### src/rtl/tmvp_pkg.sv
// tmvp_pkg: shared state encoding, counter width and beat-count helper for the TMVP scheduler.
package tmvp_pkg;
  typedef enum logic [1:0] {IDLE, FETCH, DRAIN} state_t;
  localparam int N_MAX = 16;
  localparam int CW = $clog2(2 * N_MAX);
  function automatic int beats(input int n);
    return 2 * n - 1;
  endfunction
endpackage

### src/rtl/tmvp_result_collector.sv
// tmvp_result_collector: counts multiplier results, registers result-memory writes, flags spurious beats.
module tmvp_result_collector
  import tmvp_pkg::*;
#(
  parameter int N = 16,
  parameter int DW = 8,
  parameter int AW = 10
) (
  input  logic          clk,
  input  logic          reset,
  input  logic          i_start,
  input  logic          i_active,
  input  logic          i_m_tvalid,
  input  logic [DW-1:0] i_m_tdata,
  input  logic [AW-1:0] i_res_base,
  output logic          o_wr_en,
  output logic [AW-1:0] o_wr_addr,
  output logic [DW-1:0] o_wr_data,
  output logic          o_err,
  output logic          o_all
);
  logic [CW-1:0] r_k;
  logic          r_wr_en;
  logic [AW-1:0] r_wr_addr;
  logic [DW-1:0] r_wr_data;
  logic          r_err;
  logic          w_take;
  assign w_take    = i_m_tvalid && i_active && (r_k < CW'(N));
  assign o_all     = r_k == CW'(N);
  assign o_wr_en   = r_wr_en;
  assign o_wr_addr = r_wr_addr;
  assign o_wr_data = r_wr_data;
  assign o_err     = r_err;
  always_ff @(posedge clk) begin
    if (!reset) begin
      r_k       <= '0;
      r_wr_en   <= 1'b0;
      r_wr_addr <= '0;
      r_wr_data <= '0;
      r_err     <= 1'b0;
    end else begin
      r_wr_en <= w_take;
      if (w_take) begin
        r_wr_addr <= i_res_base + AW'(r_k);
        r_wr_data <= i_m_tdata;
      end
      if (i_m_tvalid && !w_take) r_err <= 1'b1;
      r_k <= i_start ? '0 : r_k + CW'(w_take);
    end
  end
endmodule

### src/rtl/tmvp_scheduler.sv
// tmvp_scheduler: fetches Toeplitz diagonals and vector, streams them into the multiplier,
// and writes the N dot products back to result memory.
module tmvp_scheduler
  import tmvp_pkg::*;
#(
  parameter int N = 16,
  parameter int DATA_WIDTH = 8,
  parameter int ADDR_WIDTH = 10
) (
  input  logic                  clk,
  input  logic                  reset,
  input  logic                  cmd_valid,
  output logic                  cmd_ready,
  input  logic [ADDR_WIDTH-1:0] cmd_row_base,
  input  logic [ADDR_WIDTH-1:0] cmd_vec_base,
  input  logic [ADDR_WIDTH-1:0] cmd_res_base,
  output logic                  rd_req,
  input  logic                  rd_gnt,
  output logic [ADDR_WIDTH-1:0] row_rd_addr,
  output logic [ADDR_WIDTH-1:0] vec_rd_addr,
  input  logic [DATA_WIDTH-1:0] row_rd_data,
  input  logic [DATA_WIDTH-1:0] vec_rd_data,
  output logic [DATA_WIDTH-1:0] mvm_tdata_row,
  output logic [DATA_WIDTH-1:0] mvm_tdata_vec,
  output logic                  mvm_tvalid,
  input  logic [DATA_WIDTH-1:0] mvm_m_tdata,
  input  logic                  mvm_m_tvalid,
  output logic                  res_wr_en,
  output logic [ADDR_WIDTH-1:0] res_wr_addr,
  output logic [DATA_WIDTH-1:0] res_wr_data,
  output logic                  busy,
  output logic                  done,
  output logic                  err_spurious
);
  localparam int BEATS = beats(N);
  state_t                r_state;
  logic [CW-1:0]         r_b;
  logic [ADDR_WIDTH-1:0] r_row_base, r_vec_base, r_res_base;
  logic                  r_tvalid, r_vec_ok, r_done;
  logic                  w_accept, w_grant, w_last, w_all;
  assign w_accept      = cmd_valid && cmd_ready;
  assign w_grant       = rd_req && rd_gnt;
  assign w_last        = r_b == CW'(BEATS - 1);
  assign cmd_ready     = r_state == IDLE;
  assign busy          = !cmd_ready;
  assign rd_req        = r_state == FETCH;
  assign done          = r_done;
  assign row_rd_addr   = rd_req ? r_row_base + ADDR_WIDTH'(r_b) : '0;
  assign vec_rd_addr   = (rd_req && r_b < CW'(N)) ? r_vec_base + ADDR_WIDTH'(r_b) : '0;
  assign mvm_tvalid    = r_tvalid;
  assign mvm_tdata_row = r_tvalid ? row_rd_data : '0;
  // Vector beats past N carry zero so the multiplier sees only the diagonal tail.
  assign mvm_tdata_vec = (r_tvalid && r_vec_ok) ? vec_rd_data : '0;
  always_ff @(posedge clk) begin
    if (!reset) begin
      r_state    <= IDLE;
      r_b        <= '0;
      r_row_base <= '0;
      r_vec_base <= '0;
      r_res_base <= '0;
      r_tvalid   <= 1'b0;
      r_vec_ok   <= 1'b0;
      r_done     <= 1'b0;
    end else begin
      r_tvalid <= w_grant;
      r_vec_ok <= r_b < CW'(N);
      r_done   <= 1'b0;
      if (w_accept) begin
        r_row_base <= cmd_row_base;
        r_vec_base <= cmd_vec_base;
        r_res_base <= cmd_res_base;
        r_b        <= '0;
        r_state    <= FETCH;
      end
      if (w_grant) begin
        r_b <= w_last ? '0 : r_b + CW'(1);
        if (w_last) r_state <= DRAIN;
      end
      if (r_state == DRAIN && w_all) begin
        r_state <= IDLE;
        r_done  <= 1'b1;
      end
    end
  end
  tmvp_result_collector #(.N(N), .DW(DATA_WIDTH), .AW(ADDR_WIDTH)) u_collect (
    .clk       (clk),
    .reset     (reset),
    .i_start   (w_accept),
    .i_active  (busy),
    .i_m_tvalid(mvm_m_tvalid),
    .i_m_tdata (mvm_m_tdata),
    .i_res_base(r_res_base),
    .o_wr_en   (res_wr_en),
    .o_wr_addr (res_wr_addr),
    .o_wr_data (res_wr_data),
    .o_err     (err_spurious),
    .o_all     (w_all)
  );
endmodule

### config.mk
export PLATFORM = sky130hd
export DESIGN_NAME = tmvp_scheduler
export DESIGN_NICKNAME = d
export VERILOG_FILES = /design/src/rtl/tmvp_pkg.sv /design/src/rtl/tmvp_result_collector.sv /design/src/rtl/tmvp_scheduler.sv
export SDC_FILE = /design/constraint.sdc
export NUM_CORES = 1
export LEC_CHECK = 0
export BUFFER_PORTS_ARGS = -buffer_cell sky130_fd_sc_hd__buf_2
export CAP_MARGIN = 30
export CELL_PAD_IN_SITES_DETAIL_PLACEMENT = 1
export CELL_PAD_IN_SITES_GLOBAL_PLACEMENT = 1
export CORE_MARGIN = 2
export CORE_UTILIZATION = 36
export DETAILED_ROUTE_END_ITERATION = 6
export HOLD_SLACK_MARGIN = 0.06
export PLACE_DENSITY = 0.85
export SLEW_MARGIN = 10
export SYNTH_ARGS = -nofsm -noshare
export SYNTH_HDL_FRONTEND = slang
export SYNTH_SLANG_ARGS = --single-unit
### constraint.sdc
create_clock -name clk -period 2.13 [get_ports clk]
set_clock_uncertainty 0.2 [all_clocks]
set_input_delay 0.1065 -clock clk [delete_from_list [all_inputs] [get_ports clk]]
set_output_delay 0.1065 -clock clk [all_outputs]
set_load 0.01 [all_outputs]
==> reports/summary.log, run 1 <==
[outcome] run status finished with violations
[outcome] violated checks negative setup slack
[sta] RSZ-0062 raised after global routing yes
[yosys] total of warnings raised by yosys 0
[yosys] number of cells produced by synthesis 443
[die] Die ar. 0.0108 mm2
[setup_path] kind of critical path reg2out
[place] Setup WS pre-CTS -113 ps
[routing] DRC violation count after routing 0
[setup_path] Critical Path RT 1820 ps
[cts] H-tree Lvls 3
[yosys] number of unique standard cell types used by synthesis 48
[setup_path] crit end category primary output
[final_layout] Seq. cell area 0.00133 mm2
[global_route] vias in the first global route 4466
[final_layout] number of antenna cells inserted 0
[yosys] number of register bits inferred by synthesis 65
[yosys] total nets after synthesis 524
[die] starting utilization of the core area 0.371
[global_route] met2 Use GR 0.483
[sta] FMAX 401 MHz
[setup_path] Max FO, Critical Path 3
[global_route] grt total ovfl 0
[yosys] mean instance size in the synthesized netlist 8.15 um2
[power] power per standard cell area 535 mW/mm2
[sta] final total negative setup slack -2740 ps
[cts] TritonCTS clock tree yes
[global_route] GRT busiest layer met2
[yosys] number of synthesized flops with an enable pin 0
[routing] first-pass detailed-route iteration total 4
[routing] post-route ant nets 0
[global_route] first-pass GRT wire length 22500 um
[run] max_cap viols 0
[final_layout] area growth from synthesis to final layout 52.6%
[die] Chip Height 104 um
[sta] max_slew headroom 0.675
[routing] average routed wire per standard cell 19.3 um
[final_layout] commonest non-fill, non-tap cells in the layout 119 x buf_2, 90 x nand2_1, 54 x dfxtp_1, 46 x dlygate4sd3_1, 35 x a21boi_1
[yosys] main flop type after synthesis dfxtp_1
[routing] vias after detailed routing 4069
[power] Pleak 2.49 nW
[cts] clock root buffer clkbuf_8
[final_layout] number of fillers in the final layout 1201
[place] Final Wtd Congestion 0.855
[routing] DRT iter0 DRCs 144
[place] # port buffers 119
[final_layout] commonest non-fill, non-tap cell in the layout buf_2
[cts] Num Clock Sinks 65
[sta] Final Hold Viols 0
[yosys] Post-synth ARST share 0
[setup_path] Setup crit start kind register
[sta] post-route minimum period 2490 ps
[final_layout] share of layout cells above drive strength 1 0.363
[global_route] met3 routing resource usage after global routing 0.0551
[power] maximum VDD drop 0.000428 V
[die] site row count 36
[sta] number of slew-limit violations in the final report 0
[global_route] GRT Total Usage 0.259
[yosys] portion of the post-synthesis area used by sequential elements 0.361
[routing] total detailed-routing wirelength 14900 um
[cts] clk_lat worst skew 350 ps
[sta] final setup fails 12
[min_path] worst hold-check path type in2reg
[routing] vias per cell 5.28
[place] Final HPWL DP 8530 um
[global_route] pin count of the biggest net entering global routing 27
[sta] worst hold margin 143 ps
[sta] slack of the critical path -363 ps
[die] die span in x 104 um
[global_route] met1 track demand over resource in global routing 0.274
[sta] transition time at the pin with the least slew margin 487 ps
[die] number of primary I/O pins 120
[cts] Clk pin slew, worst setup/hold paths 80 ps
[sta] period utilization 1.17
[die] placeable core area 0.00973 mm2
[final_layout] fin nets 713
[cts] total CTS buffers 9
[yosys] cell area after synthesis 0.00361 mm2
[setup_path] Critical Path AT 2190 ps
[global_route] initial antenna violation count 0
[cts] number of buffers on the longest clock path 2
[final_layout] Multi-input gate area 0.00242 mm2
==> path summary, 6_finish.rpt <==
check / cells past startpoint / endpoint / slack (ps) / start
worst max-delay path: 9 / vec_rd_addr[8] / -360 / r_b[0]
worst min-delay path: 4 / r_b[3] / 140 / cmd_valid
worst max register to register: 6 / r_row_base[1] / 70 / r_state[0]
worst min register to register: 2 / u_collect.o_wr_data[7] / 250 / u_collect.o_wr_data[7]
==> through the flow <==
stage	power, W	instances	util	area (um2)
floorplan	0.00157	443	-	3610
global placement	0.00173	699	0.457	4450
detailed placement	0.00175	699	0.457	4450
CTS	0.00291	767	0.553	5380
global route	0.00308	770	0.566	5510
finish	0.00295	770	0.566	5510
==> state kept, by name (all words and copies together), names as in the netlist <==
register,cells
r_res_base,10
r_row_base,10
r_vec_base,10
u_collect.o_wr_addr,10
u_collect.o_wr_data,8
r_b,5
u_collect.r_k,5
r_state,2
done,1
mvm_tvalid,1
r_vec_ok,1
u_collect.o_err,1
u_collect.o_wr_en,1
==> repair_timing <==
item | in CTS | in global routing
setup buffers | 8 | 6
endpoints found under the hold margin | 51 | 0
hold buffers | 46 | 0
endpoints found under the setup margin | 16 | 20
pin swaps | 26 | 20
resized for setup | 57 | 27
==> Yosys cell counts (2+ instances only) <==
cell,instances,area (um2)
a211oi_1,7,52.6
a21boi_0,6,45.0
a21boi_1,35,263
a21o_1,4,30.0
a21oi_1,14,70.1
a31oi_1,3,18.8
and2_1,14,87.6
and3_1,14,87.6
buf_2,10,50.1
buf_6,2,22.5
clkbuf_1,9,33.8
dfxtp_1,65,1300
fa_1,3,60.1
ha_1,19,238
inv_1,12,45.0
mux2i_1,3,30.0
nand2_1,91,342
nand2b_1,7,43.8
nand3_1,7,35.0
nand4_1,2,12.5
nor2_1,27,101
nor2b_1,11,68.8
nor3_1,7,35.0
nor3b_1,2,15.0
nor3b_2,3,37.5
nor4_1,2,12.5
o2111ai_1,6,52.6
o21a_1,5,37.5
o21ai_0,22,110
o21bai_1,2,15.0
xor2_1,12,105
==> routing by layer <==
metal / share of wire / up-vias
li1: - / 1895
met1: 0.39 / 1991
met4: 0.036 / 0
met5: 0 / -
met3: 0.043 / 45
met2: 0.53 / 138
==> final cells by class <==
cell class                 instances  share of cell area
clock buffer                      11              0.0257
clock inverter                     5              0.0100
inverter                          14              0.0105
multi-input combinational        342               0.440
sequential                        65               0.241
tap                              133              0.0302
timing repair buffer             200               0.243
==> worst max-delay path: stages, from the launching register on <==
cell and delay (ps):
dfxtp_4 390, ha_4 140, inv_2 30, fa_2 350, nor2b_2 140, o21a_1 170
o21a_2 200, mux2i_1 210, nand2_1 80, buf_2 140
==> power by group <==
group | leakage, nW | total [W] | switching [W] | internal, W
logic | 1.86 | 0.000529 | 0.000272 | 0.000257
registers | 0.537 | 0.00133 | 0.0000621 | 0.00127
clock network | 0.0953 | 0.00109 | 0.000520 | 0.000569
==> kinds of logic (layout without fill, tap and decap cells) <==
group / count (synthesis) / after routing / synth area share
AO/OA/AOI/OAI: 109 / 109 / 0.203
XOR/XNOR: 13 / 13 / 0.0316
adder cells (fa/ha/maj): 22 / 22 / 0.0825
buffers and inverters: 36 / 230 / 0.0485
flip-flops: 65 / 65 / 0.361
multiplexers: 3 / 3 / 0.00832
AND/OR/NAND/NOR: 195 / 195 / 0.266
(Power assumes the default switching activity.)
==> run 2: changes to the inputs <==
Settings changed: CORE_UTILIZATION 36 to 35, PLACE_DENSITY 0.85 to 0.83.
==> reports/summary.log, run 2 (synthesis gave the netlist of run 1 again) <==
[sta] worst hold margin 86.9 ps
[die] placeable core area 0.0102 mm2
[min_path] worst hold-check path type in2reg
[sta] Final Hold Viols 0
[final_layout] area growth from synthesis to final layout 50.9%
[sta] period utilization 1.17
[setup_path] Max FO, Critical Path 3
[global_route] grt total ovfl 0
[die] Die ar. 0.0111 mm2
[die] site row count 37
[power] Pleak 2.49 nW
[die] die span in x 106 um
[final_layout] number of antenna cells inserted 0
[setup_path] Crit-path slowest cell dfxtp_4
[global_route] first-pass GRT wire length 21000 um
[sta] final setup fails 14
[setup_path] crit end category primary output
[outcome] violated checks negative setup slack
[cts] clk_lat worst skew 350 ps
[cts] Clk pin slew, worst setup/hold paths 80 ps
[cts] number of buffers on the longest clock path 2
[cts] total CTS buffers 9
[final_layout] share of layout cells above drive strength 1 0.354
[setup_path] kind of critical path reg2out
[final_layout] fin nets 712
[place] Placed Area 0.00444 mm2
[sta] RSZ-0062 raised after global routing yes
[final_layout] utilization after layout 0.535
[place] Final Wtd Congestion 0.834
[outcome] run status finished with violations
[power] post-layout total power 0.00288 W
[place] Final HPWL DP 8080 um
[global_route] pin count of the biggest net entering global routing 36
[final_layout] commonest non-fill, non-tap cell in the layout buf_2
[sta] transition time at the pin with the least slew margin 566 ps
[setup_path] cell occurring most often along the worst timing path o21a_1
[die] Chip Height 106 um
[setup_path] Critical Path RT 1820 ps
[setup_path] Critical Path AT 2180 ps
[cts] H-tree Lvls 3
[routing] average routed wire per standard cell 17.0 um
[setup_path] slowest stage delay, CP 380 ps
[cts] Num Clock Sinks 65
[place] # port buffers 119
[die] number of primary I/O pins 120
[power] power per standard cell area 530 mW/mm2
[final_layout] post-route design area 0.00544 mm2
[setup_path] cell breakdown of the critical path ha_4 > inv_2 > fa_2 > nor2b_4 > o21a_1 > o21a_1 > mux2i_1 > nand2_1 > buf_2
[routing] post-route ant nets 0
[cts] TritonCTS clock tree yes
[routing] total detailed-routing wirelength 13100 um
[global_route] initial antenna violation count 0
[sta] max_slew headroom 0.623
[setup_path] Setup crit start kind register
[sta] post-route minimum period 2490 ps
[power] maximum VDD drop 0.000447 V
[final_layout] commonest non-fill, non-tap cells in the layout 119 x buf_2, 90 x nand2_1, 57 x dfxtp_1, 40 x dlygate4sd3_1, 35 x a21boi_1
[global_route] GRT Total Usage 0.236
[routing] first-pass detailed-route iteration total 4
[routing] DRC violation count after routing 0
[sta] FMAX 402 MHz
[routing] vias after detailed routing 3954
[routing] DRT iter0 DRCs 167
[global_route] vias in the first global route 4321
[die] starting utilization of the core area 0.354
[routing] vias per cell 5.12
[run] max_cap viols 0
[sta] number of slew-limit violations in the final report 0
[cts] clock root buffer clkbuf_8
[sta] slack of the critical path -360 ps
## run 2: path summary, 6_finish.rpt
check / from / endpoint / slack, ps / depth (start not counted)
worst max register to register: r_res_base[0] / u_collect.o_wr_addr[8] / 40 / 8
worst min-delay path: reset / u_collect.o_wr_addr[1] / 90 / 2
worst max-delay path: r_b[0] / vec_rd_addr[8] / -360 / 9
worst min register to register: u_collect.o_wr_addr[0] / u_collect.o_wr_addr[0] / 260 / 2
## run 2: layout make-up
class | count | area (um2)
clock buffer | 13 | 149
clock inverter | 3 | 40.0
fill | 1239 | 4740
inverter | 14 | 53.8
multi-input combinational | 342 | 2380
sequential | 65 | 1320
tap | 136 | 170
timing repair buffer | 199 | 1330
## run 2: repair_timing
action / in CTS / in global routing
hold buffers: 40 / 0
endpoints found under the setup margin: 17 / 19
resized for setup: 53 / 21
endpoints found under the hold margin: 45 / 0
pin swaps: 32 / 19
gates cloned: 0 / 0
setup buffers: 15 / 7
## run 2: metrics by stage
step | setup TNS [ps] | std cells | setup slack [ps]
2_1_floorplan | 0 | 443 | 39.4
3_3_place_gp | 0 | 701 | 3.67
3_5_place_dp | -231 | 701 | -99.0
4_1_cts | -2690 | 767 | -326
5_1_grt | -4430 | 772 | -495
6_report | -3110 | 772 | -360
## run 2: metal layers
layer  global-route usage  up-vias  wire length (um)
li1                     -     1889                 -
met1                0.266     1942              5180
met2                0.437       89              7130
met3               0.0427       34               429
met4               0.0921        0               393
met5                    0        -                 0
## run 2: worst max-delay path: cells and delay by family, from the launching register on
| kind | cells | cell delay, ps |
|---|---|---|
| fa+ha+maj | 2 | 490 |
| compound gates | 2 | 360 |
| simple gates | 2 | 200 |
| flops | 1 | 380 |
| buf+inv | 2 | 170 |
| mux | 1 | 210 |
## run 2: report_power, final
part	internal [W]	switching, W
registers	0.00127	0.0000551
clock network	0.000571	0.000497
logic	0.000238	0.000251
